File: src/rtl/si_period_meter_pkg.sv
// si_period_meter_pkg
// Shared definitions for the si period meter.
// Contents:
//   - the FSM state encoding
//   - default clock rate and result width
//   - tick-counter width helpers
package si_period_meter_pkg;

  typedef enum logic [1:0] {
    IDLE      = 2'd0,
    WAIT_EDGE = 2'd1,
    COUNT     = 2'd2,
    DONE      = 2'd3
  } state_t;

  localparam int CLK_PER_US_DEF = 50;
  localparam int PRD_W_DEF      = 20;
  localparam int TICK_W         = $clog2(CLK_PER_US_DEF);

  // Counter width for an arbitrary CLK_PER_US override.
  // $clog2(1) is 0, so the width is clamped to at least one bit.
  function automatic int tick_width(input int clk_per_us);
    return (clk_per_us > 1) ? $clog2(clk_per_us) : 1;
  endfunction

endpackage

File: src/rtl/si_period_meter_edge_detect.sv
// edge_detect
// Rising-edge detector for the asynchronous si input.
// When SI_SYNC_EN is defined, si first passes through a two-flop
// synchronizer; rise then fires 2 clk later than in the default build.
// Ports:
//   clk   - system clock
//   reset - synchronous active-high reset
//   si    - raw square-wave input
//   rise  - high for one cycle on a 0->1 transition of the (synchronized) si
module edge_detect
  import si_period_meter_pkg::*;
(
  input  logic clk,
  input  logic reset,
  input  logic si,
  output logic rise
);

  logic si_s;
  logic si_d;

`ifdef SI_SYNC_EN
  logic si_m;

  always_ff @(posedge clk) begin
    if (reset) begin
      si_m <= 1'b0;
      si_s <= 1'b0;
    end else begin
      si_m <= si;
      si_s <= si_m;
    end
  end
`else
  assign si_s = si;
`endif

  always_ff @(posedge clk) begin
    if (reset) si_d <= 1'b0;
    else       si_d <= si_s;
  end

  assign rise = si_s & ~si_d;

endmodule

File: src/rtl/si_period_meter.sv
// si_period_meter
// Measures the period of the low-frequency input si in microseconds.
// It counts whole microseconds between two consecutive rising edges of si.
// Optional build macro: SI_SYNC_EN. When defined, si is synchronized
// before edge detection. The result is the same in both builds, only
// the latency changes.
// Ports:
//   clk       - system clock, CLK_PER_US cycles per microsecond
//   reset     - synchronous active-high reset
//   start     - measurement request, taken while ready is high
//   si        - asynchronous square-wave input
//   ready     - high only while idle
//   done_tick - one-cycle pulse when prd/ovf are valid
//   prd       - measured period in microseconds (saturating)
//   ovf       - prd saturated during the last measurement
//
// state     | meaning
// ----------+---------------------------------------------------------
// IDLE      | waiting for start; prd/ovf hold the last result
// WAIT_EDGE | armed, waiting for the first rising edge of si
// COUNT     | counting microseconds until the next rising edge
// DONE      | result valid, done_tick pulses, back to IDLE
module si_period_meter
  import si_period_meter_pkg::*;
#(
  parameter int CLK_PER_US = CLK_PER_US_DEF,
  parameter int PRD_W      = PRD_W_DEF
) (
  input  logic             clk,
  input  logic             reset,
  input  logic             start,
  input  logic             si,
  output logic             ready,
  output logic             done_tick,
  output logic [PRD_W-1:0] prd,
  output logic             ovf
);

  localparam int               TW        = tick_width(CLK_PER_US);
  localparam logic [TW-1:0]    TICK_LAST = TW'(CLK_PER_US - 1);
  localparam logic [PRD_W-1:0] PRD_MAX   = '1;

  state_t           state_q, state_d;
  logic [TW-1:0]    tick_q;
  logic [PRD_W-1:0] prd_q;
  logic             ovf_q;
  logic             rise;
  logic             wrap;

  edge_detect u_edge (
    .clk   (clk),
    .reset (reset),
    .si    (si),
    .rise  (rise)
  );

  assign wrap = (tick_q == TICK_LAST);

  always_comb begin
    state_d = state_q;
    case (state_q)
      IDLE:      if (start) state_d = WAIT_EDGE;
      WAIT_EDGE: if (rise)  state_d = COUNT;
      COUNT:     if (rise)  state_d = DONE;
      DONE:                 state_d = IDLE;
      default:              state_d = IDLE;
    endcase
  end

  // The datapath follows the current state. In COUNT, the wrap
  // increment lands on the same edge as the move to DONE, so a
  // coincident rise captures the incremented value.
  always_ff @(posedge clk) begin
    if (reset) begin
      state_q <= IDLE;
      tick_q  <= '0;
      prd_q   <= '0;
      ovf_q   <= 1'b0;
    end else begin
      state_q <= state_d;
      case (state_q)
        IDLE: begin
          if (start) begin
            tick_q <= '0;
            prd_q  <= '0;
            ovf_q  <= 1'b0;
          end
        end
        WAIT_EDGE: begin
          if (rise) begin
            tick_q <= '0;
            prd_q  <= '0;
          end
        end
        COUNT: begin
          if (wrap) begin
            tick_q <= '0;
            if (prd_q == PRD_MAX) ovf_q <= 1'b1;
            else                  prd_q <= prd_q + 1'b1;
          end else begin
            tick_q <= tick_q + 1'b1;
          end
        end
        default: ;
      endcase
    end
  end

  assign ready     = (state_q == IDLE);
  assign done_tick = (state_q == DONE);
  assign prd       = prd_q;
  assign ovf       = ovf_q;

endmodule

File: config.mk
export PLATFORM = sky130hd
export DESIGN_NAME = si_period_meter
export DESIGN_NICKNAME = d
export VERILOG_FILES = /design/src/rtl/si_period_meter_pkg.sv /design/src/rtl/si_period_meter_edge_detect.sv /design/src/rtl/si_period_meter.sv
export SDC_FILE = /design/constraint.sdc
export NUM_CORES = 1
export LEC_CHECK = 0
export ABC_AREA = 1
export BUFFER_PORTS_ARGS = -buffer_cell sky130_fd_sc_hd__buf_2
export CAP_MARGIN = 10
export CORE_ASPECT_RATIO = 1.4
export CORE_UTILIZATION = 45
export DETAILED_ROUTE_END_ITERATION = 12
export PLACE_DENSITY = 0.65
export SYNTH_ARGS = -nofsm -noshare
export SYNTH_HDL_FRONTEND = slang
export SYNTH_SLANG_ARGS = --single-unit
File: constraint.sdc
create_clock -name clk -period 3.88 [get_ports clk]
set_input_delay 0.194 -clock clk [delete_from_list [all_inputs] [get_ports clk]]
set_output_delay 0.194 -clock clk [all_outputs]
set_load 0.1 [all_outputs]
## Word level (Yosys, flattened, before mapping)

Cells that the tools add are included.

| word-level totals | value |
|---|---|
| flip-flop bits (word level) | 30 |
| bits in latches | 0 |
| RAM bits | 0 |
| memory bits (read-only) | 0 |
| input port bits | 4 |
| output and inout bits | 23 |
| logic and storage cells | 44 |
| memories | 0 |

| cells by class | value |
|---|---|
| add/sub/neg operators | 2 |
| multipliers | 0 |
| divide/modulo/power cells | 0 |
| $lt $le $gt $ge | 0 |
| equality and inequality tests | 11 |
| shifts and indexed selects | 0 |
| multiplexer cells | 17 |
| bitwise logic cells | 2 |
| reductions and logical operators | 7 |

Operators with widths:

| kind | number |
|---|---|
| $mux W20 | 4 |
| $pmux W20 S3 | 1 |
| $add A20 B1 Y20 const B | 1 |
| $eq A20 B20 Y1 const B | 1 |
| $mux W6 | 3 |
| $pmux W6 S3 | 1 |
| $ne A2 B2 Y1 const B | 6 |
| $pmux W2 S4 | 1 |
| $add A6 B1 Y6 const B | 1 |
| $eq A6 B6 Y1 const B | 1 |
| $mux W2 | 3 |
| $reduce_and A3 Y1 | 2 |
| $reduce_and A5 Y1 | 1 |
| $eq A2 B2 Y1 const B | 2 |
| $reduce_and A4 Y1 | 1 |
| $mux W1 | 3 |
| $reduce_bool A3 Y1 | 1 |
| $eq A2 B1 Y1 const B | 1 |
| $logic_not A2 Y1 | 1 |
| $pmux W1 S2 | 1 |
| $reduce_bool A2 Y1 | 1 |
| $and A1 B1 Y1 | 1 |
| $not A1 Y1 | 1 |

## Depth between registers and ports, before layout

Gate-level depths: netlist (run 1).

| logic depth | value |
|---|---|
| depth after elaboration | 4 |
| gate-level depth with buffers | 12 |

## Hierarchy

From an unflattened synthesis (run 1), not the netlist that was laid out.

| unflattened totals | value |
|---|---|
| cell total of the unflattened synthesis | 266 |
| area total of the unflattened synthesis | 1886.8 µm² |

Modules (own cells, without submodules):

| module | times used | cells an instance | area an instance (µm²) | seq. area each (µm²) |
|---|---|---|---|---|
| si_period_meter | 1 | 262 | 1855.5 | 580.6 |
| edge_detect | 1 | 4 | 31.3 | 20.0 |

## Worst setup path after synthesis (run 1)

Ideal clock, no wire load.

| timing path | value |
|---|---|
| path type | register to register |
| start | reg state_q[0] |
| end | reg prd_q[13], in the netlist prd[13] |
| setup time | 0.116 ns |
| arrival time | 2.237 ns |
| path slack | 1.527 ns |
| stages on the path, launching flop included | 13 |
| clock period less this slack | 2.353 ns |
| cell sequence | dfxtp_1 > inv_1 > ha_1 > inv_1 > nor2_1 > inv_1 > nand3_4 > nor2_4 > buf_4 > nand3_1 > nor2_1 > nor2_1 > nor2_1 |

| between the ends | value |
|---|---|
| cells in the longest elaborated chain, start to end | 3 |
| elaborated cells on any way between the ends | 10 |
| those cells by class | eq/ne (6); mux (1); reduce/logical (3) |

Ends and longest elaborated chain:

| what | line | text |
|---|---|---|
| from (decl) | si_period_meter.sv:43 | `state_t state_q, state_d;` |
| from (signal assigned) | si_period_meter.sv:80 | `state_q <= state_d;` |
| $logic_not A2 Y1 * | - |  |
| named net ready | si_period_meter.sv:33 | `output logic ready,` |
| $ne A2 B2 Y1 (no source line) / $reduce_bool A3 Y1 (equally long branches) | - |  |
| $reduce_and A5 Y1 (no source line) | - |  |
| to (signal assigned) | si_period_meter.sv:99 | `else prd_q <= prd_q + 1'b1;` |
| to (decl) | si_period_meter.sv:45 | `logic [PRD_W-1:0] prd_q;` |

Mark *: on every way through the listed nets, which the timed path passes. The rest lies on a longest branch.
A chain may end at the register's enable or synchronous reset.

## Final worst setup path (run 1)

| timing path | value |
|---|---|
| start | reg state_q[0] |
| end | reg prd_q[2], in the netlist prd[2] |

| between the ends | value |
|---|---|
| cells in the longest elaborated chain, start to end | 3 |
| elaborated cells on any way between the ends | 10 |
| those cells by class | eq/ne (6); mux (1); reduce/logical (3) |

Ends and longest elaborated chain:

| what | line | text |
|---|---|---|
| $eq A2 B2 Y1 (tied with other cells) | si_period_meter.sv:81 | `case (state_q)` |
| $ne A2 B2 Y1 (no source line) / $reduce_bool A3 Y1 (equally long branches) | - |  |
| $reduce_and A5 Y1 (no source line) | - |  |

Several ways; a longest one is shown, not always the timed one.

==> impl_results.md, run 1 <==
* Worst Hold Class: in2reg
* # port buffers at 26
* Dpl ws at 1.82 ns
* Max-cap violation count at 0
* Finished Layout Cells at 348
* Leakage power at about 0.00093 uW
* CP startpoint kind: flop
* Synth Instances at 277
* Die ar. at 4390 um2
* Final wirelength at 3.78 mm
* Post-Route Skew at 0.0107 ns
* Max IR drop VDD at between 0.5 and 0.6 mV
* Worst path arrival time at 2.26 ns
* Register clock-pin slew on the reported worst setup and hold paths at 0.07 ns
* DRC viols at 0
* Worst Setup End Kind: flop
* Fmax achieved at 0.491 GHz
* Internal power at roughly 600 uW
* Slew Viols, Final at 0
* Yosys cell types at 32
* Ant. Diodes at 0
* CP required at 4.10 ns
* Detailed placer's ending HPWL at ~2.9 mm
* Net switching power at slightly below 600 uW
* Share of cells above drive strength 1 at between 10% and 20%
* Crit path max fanout at 18
* Cts hold-fix bufs at 0
* CTS root buffer: clkbuf_8
* Vias in the first global route at 1,577
* Die width at 56.3 um
* Antenna-violating nets left at 0
* Flip-flop and latch count after synthesis at 30
* Setup bufs post-CTS at 0
* Wirelength per Cell at 10.9 um
* Worst Tran Pin Value at 0.737 ns
* # resized after CTS at 0
* Setup tns final at 0 ns
* Area growth syn-to-layout at 12.9%
* Initial antenna violation count at 0
* Crit path largest cell delay at around 0.38 ns
* Tot GR Track Use at about a fifth
* CP most frequent cell: inv_1
* CTS tree: yes
* Die height at 78.0 um
* Core footprint at approximately 4000 um2
* DRT Pass-1 Iters at 4
* Synthesized Nets at just under 300
* Clock Path Buffers at 2
* Clk pwr share at 22.3%
* Final worst-path cycle share at 52.5%
* Yosys warning total at 0
* CP cell instances: inv_1, ha_1, inv_1, nor2_1, inv_1, nand3_4, nor2_4, nand2_4, inv_2, nand2_1, a21oi_1
* Sequential fraction of the synthesis area at 32.3%
* CP Class: reg2reg
* WHS Path Cells at 3
* Combinational fraction of design power at 46.6%
* Clock Sinks at 30
* Run status: finished, final reports clean
* Cell Pwr Density at 561 nW/um2
* Slew Limit Headroom at 50.7%
* Largest net degree at the start of global routing at 19
* Placed Cells at 340
* FILL cells at 396
* Sw frac at 49.0%
* Std-Cell Rows at 27
* Initial Util at 47.0%
* Final net count at ~320
* Fin. Hold Viols at 0
* Global placer's final weighted congestion at 0.848
* Mean post-synth cell area at 6.70 um2
* Via Count at 1,706
* Shortest period the worst path allows at 2.04 ns
* First-pass GRT wire length at ~6.6 mm
* Number of buffers created by CTS at 5
* Skew-Pair Late Insertion Delay at 0.29 ns
* Worst r2r path cells at 11
* Mapped Area at 1860 um2
* DR iter-0 viols at 56
* Setup repair after global routing missed its margin: no
* Flop pwr share at 31.0%
* Gr ovfl total at 0
* Via-per-instance ratio at 4.90
* Top Ports at 27
* Worst path slowest cell: dfxtp_1
* H-tree Lvls at 2
* Setup Viol. Count Final at 0
* Cell area after layout at 2100 um2
* Worst setup margin at 1.84 ns
* Post-Place Cell Area at 2000 um2
==> cells by family (layout without fill, tap and decap cells) <==
| group | Yosys count | in the layout | synth area share [%] |
|---|---|---|---|
| AO/OA/AOI/OAI | 26 | 26 | 8.29 |
| adder cells (fa/ha/maj) | 8 | 8 | 5.39 |
| buffers and inverters | 45 | 73 | 10.0 |
| flip-flops | 30 | 30 | 32.3 |
| AND/OR/NAND/NOR | 160 | 160 | 40.2 |
| XOR/XNOR | 8 | 8 | 3.77 |
==> cells in the mapped netlist <==
cell type / count / share of area, %
nand3_4: 2 / 1.9
a211oi_1: 1 / 0.40
o21bai_1: 6 / 2.4
dfxtp_1: 30 / 32
nor2_4: 3 / 1.8
xor2_1: 7 / 3.3
nand3b_1: 1 / 0.40
o22ai_1: 1 / 0.34
o21ai_0: 4 / 1.1
nand2_1: 64 / 13
buf_4: 1 / 0.40
xnor2_1: 1 / 0.47
nor2_1: 53 / 11
o21ai_2: 1 / 0.47
nor3_2: 1 / 0.54
nand3b_2: 1 / 0.61
inv_2: 1 / 0.20
nor2_2: 1 / 0.34
nand3_2: 1 / 0.54
nand2_4: 1 / 0.61
nand2_2: 2 / 0.67
ha_1: 8 / 5.4
clkbuf_1: 2 / 0.40
nand4_1: 11 / 3.7
buf_8: 1 / 0.81
inv_1: 38 / 7.7
buf_2: 2 / 0.54
nor3_1: 6 / 1.6
a21oi_1: 12 / 3.2
nor3b_1: 2 / 0.81
nand3_1: 11 / 3.0
a31oi_1: 1 / 0.34
==> placed cells by master (no fill, tap or decap), types with 4 or more instances in the layout <==
cell	count
xor2_1	7
nor3_1	6
ha_1	8
a21oi_1	12
inv_1	38
o21bai_1	6
dfxtp_1	30
clkbuf_8	6
nor2_1	53
o21ai_0	4
nand3_1	11
buf_2	26
nand2_1	64
nand4_1	11
==> metrics by stage <==
stage               util (%)  hold WS, ns  power [uW]
global route            53.0        0.167        1260
floorplan                  -        0.272         870
finish                  53.0        0.147        1180
detailed placement      50.6        0.450         924
global placement        50.6        0.433         921
CTS                     53.0        0.146        1190
==> critical path: cells and delay by family, from the launching register on <==
kind,cells,cell delay (ns)
flops,1,0.38
simple gates,5,0.78
compound gates,1,0.11
fa+ha+maj,1,0.24
buf+inv,4,0.46
==> power groups by stage <==
stage	logic (uW)	registers (uW)	clock network, uW
after detailed placement	551	373	0
final	549	365	263
after floorplan	413	457	0
after CTS	553	366	272
after global routing	601	370	288
after global placement	549	373	0
==> state kept, by name, summed over array words and instances, names as in the netlist <==
register / flops
ovf: 1
prd: 20
state_q: 2
tick_q: 6
u_edge.si_d: 1
==> routing by layer <==
layer	vias up	track usage (%)	part of all wire (%)
met4	0	7.32	1.8
met2	20	34.5	50
met3	6	5.17	3.2
met5	-	0	0
li1	927	-	-
met1	753	19.9	45
==> final timing paths <==
path / from / to / slack, ns
min: si / u_edge.si_d / 0.15
max reg2reg: state_q[0] / prd[2] / 1.84
min reg2reg: ovf / ovf / 0.49
max: state_q[0] / prd[2] / 1.84
==> layout make-up <==
cell class	count	area (um2)	share of cell area [%]
clock inverter	2	12.5	0.597
timing repair buffer	26	130	6.21
clock buffer	6	82.6	3.94
multi-input combinational	202	1070	51.0
sequential	30	601	28.7
tap	43	53.8	2.57
inverter	39	146	6.99
Note: power is estimated with default switching activity, not from simulation.
==> run 2: changes to the inputs <==
==> constraint.sdc (replaced) <==
create_clock -name clk -period 1.9 [get_ports clk]
set_input_delay 0.095 -clock clk [delete_from_list [all_inputs] [get_ports clk]]
set_output_delay 0.095 -clock clk [all_outputs]
set_load 0.1 [all_outputs]
==> impl_results.md, run 2 (synthesis results as in run 1) <==
* Run status: finished, final reports clean
* Top Ports at 27
* Clk pwr share at 20.5%
* Detailed placer's ending HPWL at 3.08 mm
* Via Count at 1,795
* CP most frequent cell: inv_1
* Tot GR Track Use at 20.8%
* Shortest period the worst path allows at 1.70 ns
* CP Class: reg2reg
* Final worst-path cycle share at 89.3%
* Cts hold-fix bufs at 0
* Ant. Diodes at 0
* Post-Route Skew at 0.00467 ns
* Worst path arrival time at roughly 1.9 ns
* Fmax achieved at 0.589 GHz
* Slew Limit Headroom at 67.5%
* Crit path max fanout at 18
* CP cell instances: inv_1, ha_4, inv_1, nor2_1, inv_1, nand3_4, nor2_4, nand2_4, inv_4, nor2_1, nor3_2
* Core footprint at 3950 um2
* Wirelength per Cell at approximately 12 um
* Clock Path Buffers at 2
* DR iter-0 viols at 86
* DRT Pass-1 Iters at 4
* Final net count at 326
* Register clock-pin slew on the reported worst setup and hold paths at approximately 0.07 ns
* Max reg flops at 20
* CP required at approximately 2.1 ns
* Most common cell after layout, fill and taps aside: nand2_1
* DRC viols at 0
* Combinational fraction of design power at about 51%
* H-tree Lvls at 2
* Clock Sinks at 30
* Antenna-violating nets left at 0
* Global placer's final weighted congestion at 0.848
* Setup tns final at 0 ns
* Initial antenna violation count at 0
* CTS tree: yes
* Worst reg2reg setup slack at around 0.2 ns
* Vias in the first global route at 1,652
* CP bufs+invs at 4
* Worst Hold Class: in2reg
* Worst path slowest cell: dfxtp_2
* Finished Layout Cells at roughly 360
* Area growth syn-to-layout at 19.5%
* Net switching power at between 1000 and 1500 uW
* Worst Setup End Kind: flop
* Max IR drop VDD at 1.32 mV
* Std-Cell Rows at 27
* Leakage power at 0.000990 uW
* Largest net degree at the start of global routing at 19
* FILL cells at 423
* Sw frac at between 40% and 50%
* Max-cap violation count at 0
* Most frequent cells in the layout: 64 x nand2_1, 53 x nor2_1, 38 x inv_1
* Setup Viol. Count Final at 0
* Setup repair after global routing missed its margin: no
* # port buffers at 26
* Share of cells above drive strength 1 at 25.4%
* Placed Cells at between 300 and 400
* CP top delay family: simple AND/OR/NAND/NOR gates
* Fin. Hold Viols at 0
* Skew-Pair Late Insertion Delay at 0.29 ns
* Total power at 2640 uW
* Gr ovfl total at 0
* Flop pwr share at 28.5%
* Final wirelength at 4.17 mm
* Cell area after layout at ~2200 um2
* CTS root buffer: clkbuf_8
* Worst Tran Pin Value at 0.491 ns
* Die height at 78.0 um
* Via-per-instance ratio at 5.01
* First-pass GRT wire length at between 7 and 8 mm
* Die ar. at 4390 um2
* Die width at 56.3 um
* Internal power at between 1000 and 1500 uW
* Post-Place Cell Area at 2080 um2
* Initial Util at between 40% and 50%
* Crit path largest cell delay at 0.33 ns
* Cell Pwr Density at 1190 nW/um2
* Number of buffers created by CTS at 5
* CP startpoint kind: flop
* Slew Viols, Final at 0
==> run 2: tightest hold or removal path, stage by stage <==
cell and delay, ns:
buf_2 0.08, inv_1 0.05, nor2_1 0.08
==> run 2: area by class of cell <==
class	instances	area, um2	area share (%)
clock buffers	7	86.3	3.89
flip-flops and latches	30	633	28.5
clock inverters	1	5.00	0.226
well taps	43	53.8	2.43
repair buffers	36	209	9.42
inverters	39	149	6.71
multi-input cells	202	1080	48.8
==> run 2: worst paths after layout <==
kind / from / depth (start not counted) / endpoint
hold / removal: si / 3 / u_edge.si_d
setup reg to reg: state_q[0] / 11 / prd[1]
hold reg to reg: ovf / 2 / ovf
setup / recovery: state_q[0] / 11 / prd[1]
==> run 2: metal layers <==
layer | GRT usage, % | part of all wire, %
met3 | 4.17 | 3.5
met1 | 23.5 | 42
met5 | 0 | 0
met2 | 37.0 | 52
met4 | 9.51 | 2.0
==> run 2: metrics by stage <==
stage / utilization (%) / setup WS (ns) / hold slack (ns)
floorplan: - / 0.0635 / 0.173
global placement: 52.6 / 0.179 / 0.337
detailed placement: 52.6 / 0.100 / 0.352
CTS: 55.0 / 0.0839 / 0.0409
global route: 56.1 / 0.00268 / 0.0845
finish: 56.1 / 0.203 / 0.0473
==> run 2: what timing repair did <==
item                       4_1_cts  5_1_grt
gates resized for setup          0        4
setup endpoints to repair        0       16
buffers inserted                 0        5
==> run 2: power groups by stage <==
stage,clock [uW],sequential [uW],combinational (uW)
floorplan,0,944,882
global placement,0,769,1210
detailed placement,0,775,1220
CTS,568,758,1220
global route,584,762,1470
finish,541,755,1350
